`config.mk`:
```
export PLATFORM = sky130hd
export DESIGN_NAME = tiny32_intc
export DESIGN_NICKNAME = d
export VERILOG_FILES = /design/src/rtl/tiny32_intc.sv
export SDC_FILE = /design/constraint.sdc
export NUM_CORES = 1
export LEC_CHECK = 0
export ABC_AREA = 1
export BUFFER_PORTS_ARGS = -buffer_cell sky130_fd_sc_hd__buf_2
export CAP_MARGIN = 20
export CORE_UTILIZATION = 45
export DETAILED_ROUTE_END_ITERATION = 8
export PLACE_DENSITY = 0.77
export SLEW_MARGIN = 20
export SYNTH_ARGS = -nofsm -noshare
export SYNTH_HDL_FRONTEND = slang
export SYNTH_SLANG_ARGS = --single-unit
```
`constraint.sdc`:
```
create_clock -name clk -period 1.7 [get_ports clk]
set_clock_uncertainty 0.2 [all_clocks]
set_input_delay 0.17 -clock clk [delete_from_list [all_inputs] [get_ports clk]]
set_output_delay 0.17 -clock clk [all_outputs]
set_load 0.02 [all_outputs]
```
`src/rtl/tiny32_intc.sv`:
```
// 8-source interrupt controller for tiny32: synchronise, latch, mask, one-hot request with ack/reti.
// Optional soft pending (SWSET register) is compiled in with `define TINY32_INTC_SOFT_IRQ_EN.
module tiny32_intc #(
  parameter logic [31:0] BASE_ADDRESS = 32'hE000_0000,
  parameter int unsigned SYNC_STAGES  = 2
) (
  input  logic        clk,
  input  logic        nreset,
  input  logic [7:0]  irq_in,
  input  logic [31:0] address,
  input  logic [31:0] data_in,
  output logic [31:0] data_out,
  input  logic        nrd,
  input  logic [3:0]  nwr,
  output logic        sel,
  output logic        ready,
  output logic [7:0]  interrupt,
  input  logic [7:0]  interrupt_ack
);

  typedef enum logic [1:0] {StIdle, StRequest, StInService} state_e;

  state_e                       state_q, state_d;
  logic [SYNC_STAGES-1:0][7:0]  sync_q;
  logic [7:0] level_q, edge_pend_q, edge_pend_d, enable_q, edge_q;
  logic [7:0] irq_q, irq_d, active_q, active_d;
  logic [7:0] synced, rise, w1c, ack_clr, soft_pend, pending, cand, onehot, rdata;
  logic [2:0] reg_idx;
  logic       wr_en;
  logic       unused_bits;

  assign unused_bits = ^{data_in[31:8], nwr[3:1], address[1:0]};

  assign sel       = (address[31:5] == BASE_ADDRESS[31:5]);
  assign ready     = sel;
  assign interrupt = irq_q;
  assign reg_idx   = address[4:2];
  assign wr_en     = sel & ~nwr[0];
  assign synced    = sync_q[SYNC_STAGES-1];
  // level_q is the synced level one clock later; doubles as the edge detector's previous sample
  assign rise      = synced & ~level_q;
  assign w1c       = (wr_en && reg_idx == 3'd0) ? data_in[7:0] : 8'h00;

`ifdef TINY32_INTC_SOFT_IRQ_EN
  logic [7:0] soft_pend_q, soft_pend_d, swset;
  assign swset       = (wr_en && reg_idx == 3'd4) ? data_in[7:0] : 8'h00;
  assign soft_pend_d = (soft_pend_q & ~w1c & ~ack_clr) | swset;
  assign soft_pend   = soft_pend_q;
  always_ff @(posedge clk or negedge nreset) begin
    if (!nreset) soft_pend_q <= 8'h00;
    else         soft_pend_q <= soft_pend_d;
  end
`else
  assign soft_pend = 8'h00;
`endif

  // A fresh rising edge wins over a same-cycle W1C or ack clear
  assign edge_pend_d = (edge_pend_q & ~w1c & ~ack_clr) | (rise & edge_q);
  assign pending     = (edge_pend_q & edge_q) | (level_q & ~edge_q) | soft_pend;
  assign cand        = pending & enable_q;

  always_comb begin
    onehot = 8'h00;
    for (int i = 0; i < 8; i++) begin
      if (cand[i]) begin
        onehot    = 8'h00;
        onehot[i] = 1'b1;
      end
    end
  end

  always_comb begin
    state_d  = state_q;
    irq_d    = irq_q;
    active_d = active_q;
    ack_clr  = 8'h00;
    unique case (state_q)
      StIdle: begin
        // A spurious ack holds off arbitration until it is released
        if (interrupt_ack == 8'h00 && cand != 8'h00) begin
          irq_d    = onehot;
          active_d = onehot;
          state_d  = StRequest;
        end
      end
      StRequest: begin
        if (interrupt_ack != 8'h00) begin
          ack_clr = active_q;
          irq_d   = 8'h00;
          state_d = StInService;
        end else if ((cand & active_q) == 8'h00) begin
          irq_d    = 8'h00;
          active_d = 8'h00;
          state_d  = StIdle;
        end
      end
      StInService: begin
        if (interrupt_ack == 8'h00) begin
          active_d = 8'h00;
          state_d  = StIdle;
        end
      end
      default: begin
        irq_d    = 8'h00;
        active_d = 8'h00;
        state_d  = StIdle;
      end
    endcase
  end

  always_ff @(posedge clk or negedge nreset) begin
    if (!nreset) begin
      sync_q      <= '0;
      level_q     <= 8'h00;
      edge_pend_q <= 8'h00;
      enable_q    <= 8'h00;
      edge_q      <= 8'h00;
      irq_q       <= 8'h00;
      active_q    <= 8'h00;
      state_q     <= StIdle;
    end else begin
      sync_q      <= {sync_q[SYNC_STAGES-2:0], irq_in};
      level_q     <= synced;
      edge_pend_q <= edge_pend_d;
      irq_q       <= irq_d;
      active_q    <= active_d;
      state_q     <= state_d;
      if (wr_en && reg_idx == 3'd1) enable_q <= data_in[7:0];
      if (wr_en && reg_idx == 3'd2) edge_q   <= data_in[7:0];
    end
  end

  always_comb begin
    rdata = 8'h00;
    case (reg_idx)
      3'd0:    rdata = pending;
      3'd1:    rdata = enable_q;
      3'd2:    rdata = edge_q;
      3'd3:    rdata = active_q;
      default: rdata = 8'h00;
    endcase
  end

  assign data_out = (sel && !nrd) ? {24'h000000, rdata} : 32'h0000_0000;

endmodule

```
==> Word level (Yosys, flattened, before mapping) <==
Index checks and enable logic that the tools add are counted.
{ "word_totals": {"rom_bits": 0, "input_bits": 87, "latch_bits": 0, "ff_bits": 66, "output_inout_bits": 42, "memories": 0, "elab_cells": 77, "mem_bits_rw": 0} }
{ "classes": {"div_mod_pow": 0, "shifts": 0, "n_eq_ne": 11, "n_lt_le_gt_ge": 0, "n_bitwise": 17, "n_reduce_logical": 15, "mul": 0, "mux": 25, "addsub": 0} }
{ "ops": {"columns": ["op", "count"], "rows": [
  ["2-to-1 mux 8 bit", 14],
  ["bitwise AND 8 bit", 8],
  ["one-hot mux 8 bit (3 select lines)", 2],
  ["inverter 8 bit", 4],
  ["one-hot mux 8 bit (4 select lines)", 1],
  ["== test 27 bit (second input constant)", 1],
  ["zero test 8 bit", 2],
  ["OR 8 bit", 2],
  ["nonzero test 8 bit", 2],
  ["2-to-1 mux 2 bit", 5],
  ["!= test 2 bit (second input constant)", 4],
  ["== test 3 x 2 -> 1 bit (second input constant)", 2],
  ["one-hot mux 2 bit (3 select lines)", 1],
  ["AND reduction 3 bit", 2],
  ["logical AND 1 bit", 5],
  ["AND reduction 4 bit", 1],
  ["== test 3 x 1 -> 1 bit (second input constant)", 1],
  ["zero test 3 bit", 1],
  ["2-to-1 mux 3 bit", 1],
  ["!= test 3 bit (second input constant)", 1],
  ["== test 2 x 1 -> 1 bit (second input constant)", 1],
  ["== test 2 bit (second input constant)", 1],
  ["zero test 2 bit", 1],
  ["inverter 1 bit", 2],
  ["other kinds (3)", 3]
]} }

==> Longest topological paths before layout <==
Gate-level depths: netlist (run 1).
{ "logic_depth": {"word_depth": 14, "mapped_depth": 11, "ltp_nobuf": 11} }

==> Worst setup path after synthesis (run 1) <==
OpenSTA, ideal clock, no wires.
{ "synth_timing": {"path_type": "input to output", "from": "input address[20]", "to": "output data_out[0]", "setup_slack_ns": -0.099, "t_arrival_ns": 1.429, "path_stages": 7, "t_required_ns": 1.330, "path_buffers": 0, "path_cell_list": "nor2_1 -> nand2_1 -> nor2_1 -> nand2_1 -> nor3_4 -> nand2_1 -> a31oi_1"} }
{ "synth_between": {"elab_chain_len": 3} }
{ "synth_lines": {"columns": ["item", "line_no", "source"], "rows": [
  ["start, declared", "10", "input logic [31:0] address,"],
  ["== test 27 bit", "34", "assign sel = (address[31:5] == BASE_ADDRESS[31:5]);"],
  ["named net ready", "16", "output logic ready,"],
  ["logical AND 1 bit", "144", "assign data_out = (sel && !nrd) ? {24'h000000, rdata} : 32'h0000_0000;"],
  ["2-to-1 mux 8 bit", "144", null],
  ["end, declared", "12", "output logic [31:0] data_out,"]
]} }
The timed path passes the listed nets, and every way through them passes these cells.

==> Worst setup path after layout (run 1) <==
{ "layout_timing": {"from": "register edge_q[4]", "to": "register active_q[5]"} }
{ "layout_between": {"elab_chain_len": 10, "word_cells_on_any_way": 18, "cone_classes": "2 x eq/ne; 6 x mux; 6 x bitwise; 4 x reduce/logical"} }
{ "layout_lines": {"columns": ["item", "line_no", "source"], "rows": [
  ["start, declared", "25", "logic [7:0] level_q, edge_pend_q, edge_pend_d, enable_q, edge_q;"],
  ["start signal, assigned", "129", "if (wr_en && reg_idx == 3'd2) edge_q <= data_in[7:0];"],
  ["inverter 8 bit", "59", "assign pending = (edge_pend_q & edge_q) | (level_q & ~edge_q) | soft_pend;"],
  ["bitwise AND 8 bit", "59", null],
  ["OR 8 bit (*)", "59", null],
  ["bitwise AND 8 bit (*)", "60", "assign cand = pending & enable_q;"],
  ["2-to-1 mux 8 bit (4 in series)", "65", "if (cand[i]) begin"],
  ["2-to-1 mux 8 bit", "80", "if (interrupt_ack == 8'h00 && cand != 8'h00) begin"],
  ["one-hot mux 8 bit (3 select lines)", "77", "unique case (state_q)"],
  ["end signal, assigned", "126", "active_q <= active_d;"],
  ["end, declared", "26", "logic [7:0] irq_q, irq_d, active_q, active_d;"]
]} }
Mark *: on every way between the ends. The rest lies on a longest branch, timed or not. The select of a mux whose other input is x is not followed.
A chain may end at the register's enable or synchronous reset.

==> impl_results.md, run 1 <==
- Worst EP arrival: about 1.9 ns
- Via/cell ratio: around 5
- Hold Path Class: input pin to flip-flop
- Drt wl/cell: 13.8 microns
- Top Ports: between 100 and 150
- Initial antenna violation count: 0
- ANT nets after route: 0
- PwrDens: 701 mW/mm^2
- Root buffer cell: clkbuf_8
- Die height: 89.0 microns
- Final Core Density: 0.692
- Count leader, synth: nand2_1
- Largest family of logic cells by synthesized area: simple AND/OR/NAND/NOR gates
- Initial drt markers: a little over 300
- Placed Area: around 0.0042 sq mm
- Final WS setup: -0.147 ns
- Post-synthesis xor/xnor area fraction: 0
- Fin. max-slew vios: 0
- Final Setup Violations: 22
- Tcrit/Tclk final: 1.09
- Post-synthesis cell type count: 27
- GRT Total Usage: 0.255
- Fillers: 541
- Ys Warns: 0
- Htree depth: 3
- Failing checks: setup timing
- Synth Area in Simple Gates: 0.326
- Residual DRC count: 0
- Crit path kind: flip-flop to flip-flop
- CP Capture Type: flip-flop
- Total wire length: ~9600 microns
- Clock-pin slew on the worst setup and hold paths: 0.08 ns
- Sequential element share of the synthesized area: 0.485
- Deepest clock path buffer count: 2
- Clock sinks: 66
- Crit path required time: ~1.7 ns
- Antenna Diode Count: 0
- VDD IR-drop max: 650 uV
- Initial core utilization: 0.467
- Total grt overflow: 0
- 1st-pass router iterations: 5
- Mux share of post-synthesis cell area: 0
- Port Buffers: 75
- Placeable Area: approximately 0.0073 sq mm
- Outcome: finished, violations left
- Crit-path cells: inv_2, nand2_1, nand2_2, nand2_1, nand2_2, nor2_4, a21oi_4, nand3_4, nand2_2, nand2_1
- Post-place setup slack: -0.241 ns
- Nets@finish: 677
- Area leader, netlist: dfrtp_1
- Startpoint types: flip-flop
- Overall power: about 3.5 mW
- Post-synthesis async set-or-reset flop share: 1.00
- CTS Buf Count: 9
- Seq cells post-synth: between 60 and 70
- Die area: roughly 0.008 sq mm
- Vias in the first global route: 3406
- Dominant synthesized flop cell: dfrtp_1
- Clock latency at the later pin of the worst-skew pair: around 0.34 ns
- Max Cap Viol: 0
- CP max stage delay: roughly 0.39 ns
- HPWL Detailed: about 6100 microns
- FMAX: 541 MHz
- Vias: 3479
- Post-synthesis compound-gate area fraction: 0.0723
- Synth-to-Final Area Change: 48.2%
- Top cells by area, synth: dfrtp_1 (48%), nand2_1 (17%), buf_4 (5.5%), inv_1 (5.1%), nor2_1 (4.4%)
- # rows: 31
- Post-Synth Adder-Cell Area: 0
- Number of synthesized flops with an enable pin: 0
- Clock period minus worst slack: 1.85 ns
- RSZ-0062 raised after global routing: yes
- Final Cell Area: 0.00505 sq mm
- Commonest cells post-synth: nand2_1 (153), dfrtp_1 (66), inv_1 (46)
- Die Wd: between 80 and 90 microns
- Min Hold Slack: 0.101 ns
- Cells after Synth: 430
- CTS tree: done
- P_leak: 2.64 nW
- Largest net degree at the start of global routing: 67
- Routability cong.: roughly 0.88
- Critical path's slowest cell: dfrtp_1
- Share of layout cells above drive strength 1: 0.395
- Final Hold Fails: 0
- Top cell type's share of synthesized area: 0.485
- CP Max Fanout: 8
- First-pass GRT wire length: around 15000 microns
- Synth Area per Inst: ~8 sq um
- Post-synthesis cell area: about 0.0034 sq mm
==> logic make-up after synthesis <==
| logic type | after synthesis |
|---|---|
| AND/OR/NAND/NOR | 247 |
| other | 1 |
| buffers and inverters | 76 |
| AO/OA/AOI/OAI | 40 |
| flip-flops | 66 |
==> registers in the layout, indices dropped and copies added (netlist names) <==
| signal | count |
|---|---|
| active_q | 8 |
| edge_pend_q | 8 |
| edge_q | 8 |
| enable_q | 8 |
| interrupt | 8 |
| level_q | 8 |
| sync_q | 8 |
| synced | 8 |
| state_q | 2 |
==> cell usage in the layout (no fill, tap or decap), drive strengths merged <==
cell and count:
inv 48, buf 136, nand3 31, dlygate4sd3 17, nand4 11, dfrtp 66, o22ai 8, a21oi 2
bufinv 3, clkbuf 9, nand2 156, o2bb2ai 1, a31oi 8, conb 24, nor3b 1, o21ai 21
clkinv 4, nor3 2, nor2 47
==> per-stage QoR <==
stage / instances / TNS [ns]
global route: 694 / -4.12
floorplan: 453 / -0.161
CTS: 689 / -1.40
detailed placement: 643 / -5.04
finish: 694 / -1.81
global placement: 643 / -3.94
==> timing repair <==
item / CTS / global route
cloned: 1 / 0
pin swaps: 22 / 14
buffers inserted: 12 / 6
setup endpoints to repair: 25 / 30
gates resized for setup: 66 / 29
hold buffers: 17 / 0
endpoints found under the hold margin: 98 / 0
==> per-layer routing <==
metal	global-route usage	wire length, microns	vias up
met1	0.294	3760	1661
met5	0	0	-
met4	0.127	314	0
li1	-	-	1642
met2	0.457	5020	144
met3	0.0462	487	32
==> critical path: cells and delay by family (launching register included) <==
kind                   cells  cell delay, ns
AND/OR/NAND/NOR            8            0.82
flip-flops                 1            0.39
AO/OA/AOI/OAI              1            0.25
buffers and inverters      1            0.07
==> area by class of cell <==
| class | count | area (sq um) | share of cell area |
|---|---|---|---|
| clock buffer | 9 | 124 | 0.0245 |
| clock inverter | 7 | 118 | 0.0233 |
| inverter | 48 | 183 | 0.0362 |
| multi-input combinational | 312 | 1720 | 0.341 |
| sequential | 66 | 1650 | 0.327 |
| tap | 99 | 124 | 0.0245 |
| timing repair buffer | 153 | 1130 | 0.223 |
==> where the power goes <==
group | total (mW) | switching, mW | internal (mW)
logic | 0.310 | 0.184 | 0.126
clock network | 1.61 | 0.634 | 0.974
registers | 1.62 | 0.0212 | 1.60
total | 3.54 | 0.839 | 2.70
==> worst paths after layout <==
kind | cells after the start | start | slack, ns | to
max | 10 | edge_q[4]$_DFFE_PN0P_ | -0.15 | active_q[5]$_DFFE_PN0P_
min | 5 | interrupt_ack[7] | 0.10 | state_q[1]$_DFFE_PN0P_
max reg2reg | 10 | edge_q[4]$_DFFE_PN0P_ | -0.15 | active_q[5]$_DFFE_PN0P_
min reg2reg | 0 | sync_q[7]$_DFF_PN0_ | 0.15 | synced[7]$_DFF_PN0_
max in group asynchronous | 3 | nreset | 0.82 | level_q[1]$_DFF_PN0_
min in group asynchronous | 3 | nreset | 0.16 | state_q[1]$_DFFE_PN0P_
Note: power is estimated with default switching activity, not from simulation.
==> run 2: changes to the inputs <==
--- a/config.mk
+++ b/config.mk
@@ -10,7 +10,7 @@
 export CAP_MARGIN = 20
 export CORE_UTILIZATION = 45
 export DETAILED_ROUTE_END_ITERATION = 8
-export PLACE_DENSITY = 0.77
+export PLACE_DENSITY_LB_ADDON = 0.2
 export SLEW_MARGIN = 20
 export SYNTH_ARGS = -nofsm -noshare
 export SYNTH_HDL_FRONTEND = slang
==> run 2 against run 1 <==
Compared with the run above:
- the flow still finishes with violations (setup timing)
- power decreased by 13%
- combinational power about the same
- sequential cell count is the same
- register-to-register slack about the same
- clock power down 28%
- sequential power about the same
- critical endpoint unchanged
==> impl_results.md, run 2 (synthesis results as in run 1) <==
- Clock-pin slew on the worst setup and hold paths: about 0.070 ns
- Via/cell ratio: between 4 and 5
- FMAX: between 500 and 600 MHz
- Most common cell after layout, fill and taps aside: nand2_1
- CTS Buf Count: 9
- Top Ports: approximately 130
- Vias in the first global route: around 3.1k
- Residual DRC count: 0
- Deepest clock path buffer count: 2
- Worst EP arrival: between 1.5 and 2 ns
- Port Buffers: 75
- Outcome: finished, violations left
- Crit path kind: flip-flop to flip-flop
- Clock latency at the later pin of the worst-skew pair: about 0.35 ns
- Crit path required time: ~1.7 ns
- Final Cell Area: ~0.005 sq mm
- Root buffer cell: clkbuf_8
- CP Capture Type: flip-flop
- VDD IR-drop max: approximately 420 uV
- Hold Path Class: input pin to flip-flop
- Min Hold Slack: between 0.1 and 0.15 ns
- PwrDens: approximately 600 mW/mm^2
- Initial drt markers: 177
- Startpoint types: flip-flop
- Vias: about 3.3k
- Total wire length: between 8000 and 9000 microns
- RSZ-0062 raised after global routing: yes
- Worst Reg-to-Reg Cells: 11
- Final WS setup: -0.141 ns
- Failing checks: setup timing
- Buf/Inv on CP: 1
- Clock period minus worst slack: ~1.8 ns
- HPWL Detailed: 5860 microns
- Fin. max-slew vios: 0
- GRT Total Usage: 0.231
- CTS tree: done
- Final Core Density: 0.691
- Met2 Track Usage GR: 0.407
- ANT nets after route: 0
- Drt wl/cell: ~13 microns
- Final std cells w/o fill: 701
- CP Max Fanout: 8
- Initial core utilization: 0.467
- Tcrit/Tclk final: 1.08
- Htree depth: 3
- P_leak: 2.63 nW
- Placed insts: approximately 640
- Top Usage Layer GRT: met2
- Fillers: slightly below 600
- Final Hold Fails: 0
- Hold Startpoint: interrupt_ack[4]
- Largest net degree at the start of global routing: 67
- Cell mode on critical path: nand2_1
- Routability cong.: 0.869
- Placed Area: around 0.0042 sq mm
- Crit path depth: 11
- GRT met3 Usage: 0.0508
- Most frequent cells in the layout: nand2_1 (124), dfrtp_1 (65), buf_2 (64), buf_4 (64), inv_1 (38)
- Synth-to-Final Area Change: 47.8%
- Die height: 89.0 microns
- Worst path top cell family by delay: simple AND/OR/NAND/NOR gates
- Met1 usage: 0.283
- Worst r2r src: edge_q[0]$_DFFE_PN0P_
- Total grt overflow: 0
- Nets@finish: approximately 680
- 1st-pass router iterations: 4
- Final Setup Violations: 25
- Die Wd: around 89 microns
- Max Cap Viol: 0
- Die area: around 0.0079 sq mm
- Placeable Area: 0.00729 sq mm
- Antenna Diode Count: 0
- Crit-path cells: nand2_1, nand2_2, buf_4, nand3_1, nand2_1, nor2_2, nand2_2, nand2_4, nand3_4, nand2_1, nand2_1
- Clock sinks: 66
- Worst reg2reg setup slack: -0.14 ns
- Worst setup path startpoint: edge_q[0]$_DFFE_PN0P_
- Initial antenna violation count: 0
- Hold Path Depth: 5
- Post-place setup slack: -0.236 ns
- Share of layout cells above drive strength 1: 0.397
- # rows: 31
- CP max stage delay: roughly 0.41 ns
- First-pass GRT wire length: ~14000 microns
- Critical path's slowest cell: dfrtp_1
## run 2: cell types whose count changed in the layout (fill, tap and decap cells not counted), moves of 2 or more
| cell | before | now |
|---|---|---|
| nor2_2 | 10 | 5 |
| nand2_1 | 126 | 124 |
| inv_1 | 35 | 38 |
| buf_4 | 52 | 64 |
| buf_6 | 16 | 14 |
| o22ai_2 | 4 | 6 |
| nor2_1 | 30 | 34 |
| bufinv_16 | 3 | 0 |
| inv_2 | 12 | 10 |
| clkinv_4 | 2 | 0 |
| clkinvlp_4 | 0 | 2 |
## run 2: power by group
part,internal (mW),switching [mW],total (mW)
Combinational,0.126,0.182,0.308
Clock,0.561,0.601,1.16
Sequential,1.60,0.0192,1.62
## run 2: area by class of cell
type	instances	area [sq um]	area share
flip-flops and latches	66	1650	0.328
multi-input cells	311	1740	0.345
clock buffers	11	141	0.0281
clock inverters	5	30.0	0.00596
repair buffers	161	1170	0.232
inverters	48	180	0.0358
well taps	99	124	0.0246
## run 2: worst reg2reg max path: stages (launching register included)
cell and delay (ns):
dfrtp_1 0.41, nand2_1 0.10, nand2_2 0.08, buf_4 0.14
nand3_1 0.06, nand2_1 0.06, nor2_2 0.13, nand2_2 0.12
nand2_4 0.13, nand3_4 0.16, nand2_1 0.11, nand2_1 0.05
## run 2: path summary, 6_finish.rpt
check	to
min in group asynchronous	interrupt[7]$_DFFE_PN0P_
worst min-delay path	state_q[1]$_DFFE_PN0P_
worst min register to register	synced[7]$_DFF_PN0_
max in group asynchronous	edge_q[7]$_DFFE_PN0P_
worst max-delay path	active_q[5]$_DFFE_PN0P_
worst max register to register	active_q[5]$_DFFE_PN0P_
## run 2: through the flow
| step | TNS (ns) | total power [mW] |
|---|---|---|
| after floorplan | -0.161 | 1.80 |
| after global placement | -3.13 | 1.90 |
| after detailed placement | -4.33 | 1.91 |
| after CTS | -1.06 | 3.10 |
| after global routing | -3.76 | 3.22 |
| final | -1.94 | 3.09 |
## run 2: timing repair
| action | CTS | global route |
|---|---|---|
| setup buffers | 18 | 10 |
| resized for setup | 46 | 50 |
| hold buffers | 17 | 0 |
| hold endpoints to repair | 98 | 0 |
| cloned | 0 | 0 |
| pin swaps | 21 | 17 |
| endpoints found under the setup margin | 25 | 33 |
## run 2: metal layers
metal	vias up	part of all wire	wire length, microns
li1	1654	-	-
met1	1559	0.42	3740
met2	99	0.51	4530
met3	19	0.045	393
met4	0	0.019	167
met5	-	0	0
